[src/rtl/reg_reader.sv]
// reg_reader: sweeps a window of register numbers up or down from START and sums the read data.
module reg_reader #(
  parameter int WIDTH = 32,
  parameter int START = 8,
  parameter int COUNT = 5
) (
  input  logic             clock,
  input  logic             reset,
  input  logic             go,
  input  logic             direction,
  input  logic [WIDTH-1:0] rdata,
  output logic [4:0]       regnum,
  output logic             busy,
  output logic             done,
  output logic [WIDTH-1:0] sum
);
  typedef enum logic [1:0] {S_IDLE, S_READ, S_DONE} state_t;
  localparam logic [4:0] START5 = 5'(START);
  localparam logic [4:0] LAST = 5'(COUNT - 1);
  state_t state_q, state_d;
  logic [4:0] idx_q, idx_d;
  logic dir_q, dir_d;
  logic [WIDTH-1:0] sum_q, sum_d;
  always_comb begin
    state_d = state_q;
    idx_d = idx_q;
    dir_d = dir_q;
    sum_d = sum_q;
    if (state_q == S_READ) begin
      sum_d = sum_q + rdata;
      if (idx_q == LAST) state_d = S_DONE;
      else idx_d = idx_q + 5'd1;
    end else if (go) begin
      state_d = S_READ;
      dir_d = direction;
      idx_d = '0;
      sum_d = '0;
    end
  end
  always_ff @(posedge clock) begin
    if (reset) begin
      state_q <= S_IDLE;
      idx_q <= '0;
      dir_q <= 1'b0;
      sum_q <= '0;
    end else begin
      state_q <= state_d;
      idx_q <= idx_d;
      dir_q <= dir_d;
      sum_q <= sum_d;
    end
  end
  // 5-bit arithmetic gives the modulo-32 wrap of the register number
  assign regnum = state_q != S_READ ? 5'd0 : dir_q ? START5 + idx_q : START5 - idx_q;
  assign busy = state_q == S_READ;
  assign done = state_q == S_DONE;
  assign sum = sum_q;
endmodule

[config.mk]
export PLATFORM = sky130hd
export DESIGN_NAME = reg_reader
export DESIGN_NICKNAME = d
export VERILOG_FILES = /design/src/rtl/reg_reader.sv
export SDC_FILE = /design/constraint.sdc
export NUM_CORES = 1
export LEC_CHECK = 0
export CAP_MARGIN = 5
export CORE_MARGIN = 5
export CORE_UTILIZATION = 28
export DETAILED_ROUTE_END_ITERATION = 16
export PLACE_DENSITY_LB_ADDON = 0.25
export SYNTH_ARGS = -nofsm -noshare
export SYNTH_HDL_FRONTEND = slang
export SYNTH_SLANG_ARGS = --single-unit
[constraint.sdc]
create_clock -name clock -period 3.4 [get_ports clock]
set_input_delay 0.85 -clock clock [delete_from_list [all_inputs] [get_ports clock]]
set_output_delay 0.85 -clock clock [all_outputs]
set_load 0.02 [all_outputs]
# Word level (Yosys, flattened, before mapping)

Cells that the tools add are included.

Register bits after elaboration: 40
Input port bits: 36
Output and inout port bits: 39
Word-level logic and storage cells: 29

Add/subtract/negate cells: 4
Eq/ne operators: 6
Mux-type cells: 10
Bitwise logic cells: 1
Reduce and logical (&&, ||, !) cells: 4

Operators with widths:

| kind                                                              | number |
|---|---|
| 32-bit 2-to-1 mux                                                 | 2 |
| 32-bit adder                                                      | 1 |
| 5-bit 2-to-1 mux                                                  | 5 |
| 2-bit 2-to-1 mux                                                  | 3 |
| 2-bit AND reduction                                               | 3 |
| 4-bit by 5-bit adder with 5-bit output, first input constant      | 1 |
| 5-bit by 1-bit adder with 5-bit output, second input constant     | 1 |
| 5-bit by 3-bit == test with 1-bit output, second input constant   | 1 |
| 4-bit by 5-bit subtractor with 5-bit output, first input constant | 1 |
| 2-bit by 1-bit != test with 1-bit output, second input constant   | 2 |
| 2-bit by 1-bit == test with 1-bit output, second input constant   | 1 |
| 2-bit == test, second input constant                              | 1 |
| 2-bit != test, second input constant                              | 1 |
| 2-bit nonzero test                                                | 1 |
| 1-bit inverter                                                    | 1 |

# Longest topological paths before layout

Gate-level depths: netlist of the first run.

Depth after elaboration: 3
Depth in mapped cells: 11
Mapped depth without buffers: 11

# Worst setup path before layout of the first run

Ideal clock, no wire load.

Path type: input port to flip-flop
Start: input rdata[21]
End: register sum_q[27] (netlist: sum[27])
Setup time: 0.117 ns
Arrival: 2.806 ns
Required time: 3.283 ns
Path slack: 0.477 ns
Cell stages on the path: 10
Buffers on the path: 1
Cells stage by stage: ha_1 buf_6 a21o_1 a31o_1 a221o_1 a22o_1 a211oi_2 o21bai_1 xor2_1 a22o_1

Word-level cells in the longest chain between the ends: 2

Ends and longest elaborated chain:

| what                 | line | text |
|---|---|---|
| from (decl)          | 11   | `input logic [WIDTH-1:0] rdata,` |
| 32-bit adder         | 30   | `sum_d = sum_q + rdata;` |
| 32-bit 2-to-1 mux    | 29   | `if (state_q == S_READ) begin` |
| to (signal assigned) | 50   | `sum_q <= sum_d;` |
| to (decl)            | 23   | `logic [WIDTH-1:0] sum_q, sum_d;` |

No other way between the ends.
A chain may end at the register's enable or synchronous reset.

# Worst setup path after layout of the first run

Start: input rdata[0]
End: register sum_q[28] (netlist: sum[28])

Same word-level chain as after synthesis.

==> impl_metrics.yaml, run 1 <==
cts:
  cts_tree: "done"
  clockRootBuffer: "clkbuf_16"
  clkSinkCount: 40
  post-cts-setup-buffer-count: 0
  htreeDepth: 2
  cts_made_buffers: 5
  clock_path_buffers: 2
  ctsHoldBuffers: 0
  clk_latency_ps: 290
  clkTransAtPathRegs_ps: 70
synth:
  synth_edf_count: 0
  synth_area_leaders: "dfxtp_1 24%, ha_1 12%, nor2_1 6.2%"
  synthFlopType: "dfxtp_1"
  synth_compound_area_frac: 0.2640
  synth_top_area_frac: 0.2403
  synthArstFlopShare: 0
  ys_ff_latch: 40
  synth_top_family_by_area: "compound AO/OA/AOI/OAI gates"
  synth_top_area_cell: "dfxtp_1"
  synthSimpleGateAreaFrac: 0.2306
  synth_warnings: 0
  ys_types: 59
  synthAdderAreaFrac: 0.1299
  synthXorXnorAreaFrac: 0.05520
  synthesis.nets: 499
  synth_cells: 429
  synth_mux_area_frac: 0.01802
  syn_area_per_cell_um2: 7.767
  seq_area_frac_synth: 0.2403
  syn-cell-area_um2: 3332
power:
  p_sw_mw: 0.5663
  power_mw: 1.702
  leakage_nw: 1.987
  pwr-share-clk: 0.331
  p_int_mw: 1.135
  power_density_nw_per_um2: 370.0
  pwr-share-seq: 0.312
  pwr-share-comb: 0.357
  switching_share: 0.3328
  irDropWorstVdd_mv: 0.1741
sta:
  tightest_slew_ps: 584.3
  finalHoldViolations: 0
  finalCritPeriodShare: 0.9320
  final_max_slew_viol_count: 0
  hold_ws_ps: 481.7
  fin_crit_ps: 3169
  setup_viol: 0
  finClkSkew_ps: 4.885
  slew_headroom: 0.6105
  grt_setup_unrepaired: "no"
  fmax_mhz: 315.6
die:
  ios: 75
  die_area_um2: 14180
  die_h_um: 119.1
  start_util: 0.2881
  rows: 39
  die_w_um: 119.1
  core_area_um2: 11560
global_routing:
  grt_pass1_wl_um: 16620
  grt_overflow_total: 0
  grt_max_degree: 20
  grt_use_total: 0.1402
  antenna_found_initial: 0
  grt_pass1_vias: 3539
finish:
  layout_common_cells: "74 x clkdlybuf4s50_1, 55 x nor2_1, 43 x buf_4"
  fill_cells: 1211
  layout-drive-gt1-share: 0.1121
  final-seq-area_um2: 800.8
  final_common_cell: "clkdlybuf4s50_1"
  final_nets: 604
  multi_input_area_um2: 2332
  area_growth_pct: 38.04
  diodes: 0
  final_cell_area_um2: 4599
setup_path:
  critical_path_required_ps: 3580
  crit_fanout: 3
  worstSetupPathType: "in2reg"
  end_kind: "flip-flop"
  critical_path_arrival_ps: 3350
  startpoint_type: "input port"
status:
  outcome: "finished, final reports clean"
route:
  drt_first_iter_violations: 223
  drt_first_pass_iters: 4
  dr_total_vias: 3471
  wirelength_um: 10220
  detail-route-antenna-nets: 0
  via_per_inst: 5.119
  drc: 0
  wl_per_cell_um: 15.07
place:
  placed_area_um2: 4424
  gp_congestion: 0.8836
  port_buffers: 74
  hpwl_um: 7828
hold_path:
  min_path_type: "reg2reg"
flow_run:
  max_cap_violations: 0
## cell usage after synthesis (5+ instances only)
| cell type | instances |
|---|---|
| nor2_1 | 55 |
| dfxtp_1 | 40 |
| a21oi_1 | 37 |
| ha_1 | 33 |
| nand2_1 | 33 |
| o21ai_0 | 22 |
| a21o_1 | 18 |
| nor3_1 | 17 |
| inv_1 | 15 |
| a31oi_1 | 13 |
| nand3_1 | 13 |
| clkbuf_1 | 11 |
| xor2_1 | 11 |
| xnor2_1 | 10 |
| and3_1 | 8 |
| mux2i_1 | 6 |
| o2111ai_1 | 6 |
| nand3b_1 | 5 |
| nand4_1 | 5 |
| nor2b_1 | 5 |
## layout make-up
class                           instances  share of cell area
Tap cell                              143             0.03890
Timing Repair Buffer                  117              0.2312
Clock buffer                            5             0.02720
Sequential cell                        40              0.1741
Clock inverter                          3            0.009249
Inverter                               15             0.01224
Multi-Input combinational cell        355              0.5071
## power by group through the flow
stage / logic [mW] / registers, mW / clock network (mW)
global placement: 0.603 / 0.541 / 0
finish: 0.607 / 0.531 / 0.563
floorplan: 0.350 / 0.570 / 0
global route: 0.671 / 0.536 / 0.590
CTS: 0.609 / 0.532 / 0.579
detailed placement: 0.605 / 0.542 / 0
## state kept, by name, summed over array words and instances (netlist names)
signal	flops
state_q	2
idx_q	5
dir_q	1
sum	32
## worst max-delay path, stage by stage
cell and delay [ps]:
clkdlybuf4s50_1 460, ha_1 160, inv_1 50, fa_1 380, nor2b_2 150, o21a_1 140, o21ai_1 80, a211oi_1 210
buf_4 170, nor3_1 70, o41ai_1 320, mux2i_1 220, nand3_1 80
## per-layer routing
metal / part of all wire / GRT usage
met1: 0.47 / 0.1821
met2: 0.46 / 0.2363
met3: 0.060 / 0.03460
met4: 0.010 / 0.02896
met5: 0 / 0
## worst paths after layout
check / from / slack [ps] / end / cells after the start
worst max register to register: sum[0]$_SDFFE_PP0P_ / 890 / sum[28]$_SDFFE_PP0P_ / 12
worst min-delay path: sum[24]$_SDFFE_PP0P_ / 480 / sum[24]$_SDFFE_PP0P_ / 2
worst min register to register: sum[24]$_SDFFE_PP0P_ / 480 / sum[24]$_SDFFE_PP0P_ / 2
worst max-delay path: rdata[0] / 230 / sum[28]$_SDFFE_PP0P_ / 13
## stage by stage
step,setup TNS [ps],setup slack (ps),utilization,std cells
after floorplan,0,477.4,-,429
after global placement,-204.4,-85.05,0.3826,670
after detailed placement,-243.4,-93.63,0.3826,670
after CTS,0,198.5,0.3971,678
after global routing,0,13.00,0.3977,678
final,0,231.1,0.3977,678
## logic make-up (layout without fill, tap and decap cells)
logic type               Yosys count  in the layout
AND/OR/NAND/NOR                  159            159
AO/OA/AOI/OAI                    135            135
flip-flops                        40             40
adder cells (fa/ha/maj)           34             34
buffers and inverters             34            140
XOR/XNOR                          21             21
multiplexers                       6              6
## timing repair
action,CTS,global route
endpoints found under the hold margin,0,0
endpoints found under the setup margin,0,2
resized for setup,0,2
Note: power is estimated with default switching activity, not from simulation.
==> inputs of run 2 (changes only) <==
Clock period 3.4 ns to 3.1 ns, I/O delays scaled along.
==> impl_metrics.yaml, run 2 (synthesis results as in run 1) <==
route:
  detail-route-antenna-nets: 0
  drc: 0
  drt_first_iter_violations: 164
  drt_first_pass_iters: 5
  wl_per_cell_um: 14.90
  via_per_inst: 5.110
  wirelength_um: 10560
  dr_total_vias: 3623
setup_path:
  worstSetupPathType: "in2reg"
  reg2reg_to: "sum[30]$_SDFFE_PP0P_"
  rr_startpoint: "sum[0]$_SDFFE_PP0P_"
  cp-endpoint: "sum[23]$_SDFFE_PP0P_"
  startpoint_type: "input port"
  cp-startpoint: "rdata[8]"
  worst_r2r_path_depth: 13
  r2r_setup_slack_ps: 640
  end_kind: "flip-flop"
  crit_fanout: 5
  critical_path_arrival_ps: 3150
  critical_path_required_ps: 3260
global_routing:
  grt_overflow_total: 0
  grt_max_degree: 26
  grt_pass1_wl_um: 17390
  grt_pass1_vias: 3621
  grt_use_total: 0.1451
  antenna_found_initial: 0
power:
  power_density_nw_per_um2: 390.7
  irDropWorstVdd_mv: 0.3649
  power_mw: 1.925
  leakage_nw: 2.157
sta:
  slew_headroom: 0.6142
  fmax_mhz: 334.6
  finClkSkew_ps: 8.649
  fin_crit_ps: 2989
  setup_viol: 0
  hold_ws_ps: 481.3
  finalCritPeriodShare: 0.9641
  finalHoldViolations: 0
  final_max_slew_viol_count: 0
  tightest_slew_ps: 578.8
place:
  placed_area_um2: 4627
  gp_congestion: 0.8434
  port_buffers: 74
  hpwl_um: 7986
status:
  outcome: "finished, final reports clean"
cts:
  clkSinkCount: 40
  clock_path_buffers: 2
  cts_tree: "done"
  clockRootBuffer: "clkbuf_16"
  htreeDepth: 2
  cts_made_buffers: 5
  clkTransAtPathRegs_ps: 70
  clk_latency_ps: 280
finish:
  final_core_util: 0.4261
  largest_reg_flops: 32
  final_nets: 635
  layout_common_cells: "74 x buf_4, 73 x clkdlybuf4s50_1, 53 x nor2_1"
  area_growth_pct: 47.88
  diodes: 0
  final_cell_area_um2: 4927
  layout-drive-gt1-share: 0.1961
  fill_cells: 1148
  final_common_cell: "buf_4"
die:
  start_util: 0.2881
  ios: 75
  rows: 39
  die_area_um2: 14180
  die_h_um: 119.1
  die_w_um: 119.1
  core_area_um2: 11560
flow_run:
  max_cap_violations: 0
hold_path:
  min_path_type: "reg2reg"
[run 2: changes by cell type in the layout (fill, tap and decap cells not counted), moves of 2 or more]
| cell | delta |
|---|---|
| ha_2 | +2 |
| a21oi_1 | -6 |
| buf_4 | +31 |
| ha_1 | -3 |
| o21ai_2 | +2 |
| o21ai_0 | -4 |
| o21ai_1 | +2 |
| a21oi_2 | +6 |
| nor2_1 | -2 |
[run 2: what timing repair did]
item                                    CTS  global route
gates resized for setup                  12            17
gates cloned                              0             0
hold buffers                              0             0
endpoints found under the hold margin     0             0
pin swaps                                 9            10
endpoints found under the setup margin    2            13
setup buffers                             3             1
[run 2: worst min-delay path by stage]
| stage | from | end | depth (start not counted) |
|---|---|---|---|
| after global routing | sum[20]$_SDFFE_PP0P_ | sum[20]$_SDFFE_PP0P_ | 2 |
| after CTS | sum[20]$_SDFFE_PP0P_ | sum[20]$_SDFFE_PP0P_ | 2 |
| after floorplan | state_q[1]$_SDFFE_PP0P_ | state_q[1]$_SDFFE_PP0P_ | 2 |
| final | sum[24]$_SDFFE_PP0P_ | sum[24]$_SDFFE_PP0P_ | 2 |
| after detailed placement | sum[20]$_SDFFE_PP0P_ | sum[20]$_SDFFE_PP0P_ | 2 |
| after global placement | sum[8]$_SDFFE_PP0P_ | sum[8]$_SDFFE_PP0P_ | 2 |
[run 2: layout make-up]
cell class | instances | area [µm²] | area share
Clock inverter | 3 | 42.54 | 0.008634
Tap cell | 143 | 178.9 | 0.03631
Inverter | 15 | 56.30 | 0.01143
Clock buffer | 5 | 125.1 | 0.02539
Sequential cell | 40 | 800.8 | 0.1625
Multi-Input combinational cell | 355 | 2429 | 0.4929
Timing Repair Buffer | 148 | 1295 | 0.2628
[run 2: critical path, cell delays in order]
cell             delay (ps)
clkdlybuf4s50_1         470
ha_2                    310
buf_4                   150
nand4_1                  60
o22ai_1                 100
nor4_1                  290
a21oi_1                 110
buf_4                   180
a41oi_1                 330
xnor2_1                 150
a21oi_1                 180
nor2_1                   50
[run 2: power by group]
group	internal [mW]	leakage, nW	total [mW]	switching, mW
Clock	0.379	0.0798	0.610	0.231
Sequential	0.551	0.326	0.584	0.0336
Combinational	0.359	1.75	0.731	0.372
Total	1.29	2.16	1.93	0.637
[run 2: metrics by stage]
stage               setup slack, ps  cells  TNS (ps)
floorplan                     252.4    429         0
detailed placement           -367.9    697     -3482
global route                 -5.990    709    -13.13
global placement             -314.3    697     -2887
finish                        111.2    709         0
CTS                           25.30    708         0
[run 2: layer usage]
layer / global-route usage / wire, µm / vias up
met4: 0.03765 / 84 / 0
met1: 0.1900 / 4854 / 1655
li1: - / - / 1851
met3: 0.03555 / 672 / 9
met5: 0 / 0 / -
met2: 0.2391 / 4952 / 108
==> inputs of run 3 (changes only) <==
Settings changed: RECOVER_POWER set to 25, TNS_END_PERCENT set to 20.
==> impl_metrics.yaml, run 3 (synthesis results as in run 1) <==
status:
  outcome: "finished, final reports clean"
route:
  wl_per_cell_um: 14.82
  drt_first_iter_violations: 173
  drc: 0
  drt_first_pass_iters: 6
  detail-route-antenna-nets: 0
  via_per_inst: 5.128
  wirelength_um: 10510
  dr_total_vias: 3636
die:
  start_util: 0.2881
  die_area_um2: 14180
  core_area_um2: 11560
  die_h_um: 119.1
  die_w_um: 119.1
  ios: 75
  rows: 39
sta:
  setup_viol: 0
  fin_crit_ps: 2998
  finalHoldViolations: 0
  tightest_slew_ps: 838.7
  final_max_slew_viol_count: 0
  fmax_mhz: 333.5
  grt_setup_unrepaired: "yes"
  finClkSkew_ps: 8.509
  slew_headroom: 0.4409
  finalCritPeriodShare: 0.9671
  setup_tns_ps: 0
setup_path:
  worstSetupPathType: "in2reg"
  startpoint_type: "input port"
  reg2reg_to: "sum[30]$_SDFFE_PP0P_"
  slowest_stage: "clkdlybuf4s50_1"
  critical_path_required_ps: 3260
  r2r_setup_slack_ps: 640
  crit_fanout: 5
  critical_path_arrival_ps: 3160
  worst_r2r_path_depth: 13
  slowest_delay_ps: 450
  rr_startpoint: "sum[0]$_SDFFE_PP0P_"
  end_kind: "flip-flop"
  cp_cell_sequence: "clkdlybuf4s50_1, ha_1, a21o_1, buf_4, nor4_1, a21oi_1, buf_4, a41oi_1, xnor2_1, a21oi_1, nor2_1"
hold_path:
  min_to: "sum[24]$_SDFFE_PP0P_"
  min_path_type: "reg2reg"
  hold_path_depth: 2
  hp-start: "sum[24]$_SDFFE_PP0P_"
finish:
  fill_cells: 1150
  diodes: 0
  area_growth_pct: 47.39
  layout-drive-gt1-share: 0.1926
  layout_common_cells: "73 x buf_4, 60 x clkdlybuf4s50_1, 53 x nor2_1"
  final-seq-area_um2: 800.8
  final_cell_area_um2: 4911
  final_nets: 635
  final_common_cell: "buf_4"
  largest_reg_flops: 32
  multi_input_area_um2: 2416
global_routing:
  antenna_found_initial: 0
  grt_overflow_total: 0
  grt_pass1_vias: 3621
  grt_pass1_wl_um: 17390
  use_met1: 0.1900
  met3_usage: 0.03555
  use_met2: 0.2391
  grt_max_degree: 26
  grt_use_total: 0.1451
  grt_busiest_layer: "met2"
flow_run:
  max_cap_violations: 0
cts:
  cts_made_buffers: 5
  clockRootBuffer: "clkbuf_16"
  clock_path_buffers: 2
  clkTransAtPathRegs_ps: 60
  ctsHoldBuffers: 0
  clk_latency_ps: 280
  htreeDepth: 2
  clkSinkCount: 40
  cts_tree: "done"
power:
  leakage_nw: 2.193
  power_density_nw_per_um2: 389.3
  irDropWorstVdd_mv: 0.3634
place:
  hpwl_um: 7986
  port_buffers: 74
  gp_congestion: 0.8434
  placed_area_um2: 4627
-- run 3: changes by cell type in the layout (fill, tap and decap cells not counted), sizes merged --
cell,delta
buf,-1
clkbuf,+1
dlygate4sd3,+13
clkdlybuf4s50,-13
-- run 3: worst max path at each step --
stage	endpoint	from	slack [ps]
global route	sum[31]$_SDFFE_PP0P_	rdata[18]	-10
CTS	sum[28]$_SDFFE_PP0P_	rdata[11]	30
floorplan	sum[27]$_SDFFE_PP0P_	rdata[21]	250
finish	sum[23]$_SDFFE_PP0P_	rdata[10]	100
global placement	sum[28]$_SDFFE_PP0P_	rdata[0]	-310
detailed placement	sum[28]$_SDFFE_PP0P_	rdata[0]	-370
-- run 3: cell type report --
type,instances,area share
multi-input cells,355,0.4920
repair buffers,148,0.2629
flip-flops and latches,40,0.1631
well taps,143,0.03643
clock buffers,5,0.02548
inverters,15,0.01146
clock inverters,3,0.008662
-- run 3: worst max-delay path: cells and delay by family --
kind	cells	cell delay (ps)
AO/OA/AOI/OAI	4	820
XOR/XNOR	1	150
AND/OR/NAND/NOR	2	280
adder cells (fa/ha/maj)	1	370
buffers and inverters	3	770
-- run 3: metrics by stage --
stage	worst slack, ps	util	std cells	power (mW)	hold WS [ps]
finish	101.9	0.4246	709	1.912	477.6
global route	-9.785	0.4246	709	2.033	497.3
CTS	25.30	0.4199	708	1.929	491.9
detailed placement	-367.9	0.4001	697	1.298	481.6
global placement	-314.3	0.4001	697	1.295	470.7
floorplan	252.4	-	429	1.009	462.8
-- run 3: repair_timing --
| action | CTS | global route |
|---|---|---|
| cloned | 0 | 0 |
| buffers inserted | 3 | 1 |
| pin swaps | 9 | 8 |
| gates resized for setup | 12 | 15 |
| setup endpoints to repair | 2 | 13 |
-- run 3: routing by layer --
| metal | routed length, µm | part of all wire |
|---|---|---|
| met2 | 4911 | 0.47 |
| met4 | 126 | 0.012 |
| met5 | 0 | 0 |
| met3 | 709 | 0.067 |
| met1 | 4760 | 0.45 |
-- run 3: power breakdown --
part | switching (mW) | internal [mW]
logic | 0.371 | 0.352
clock network | 0.227 | 0.379
registers | 0.0320 | 0.551
total | 0.631 | 1.28
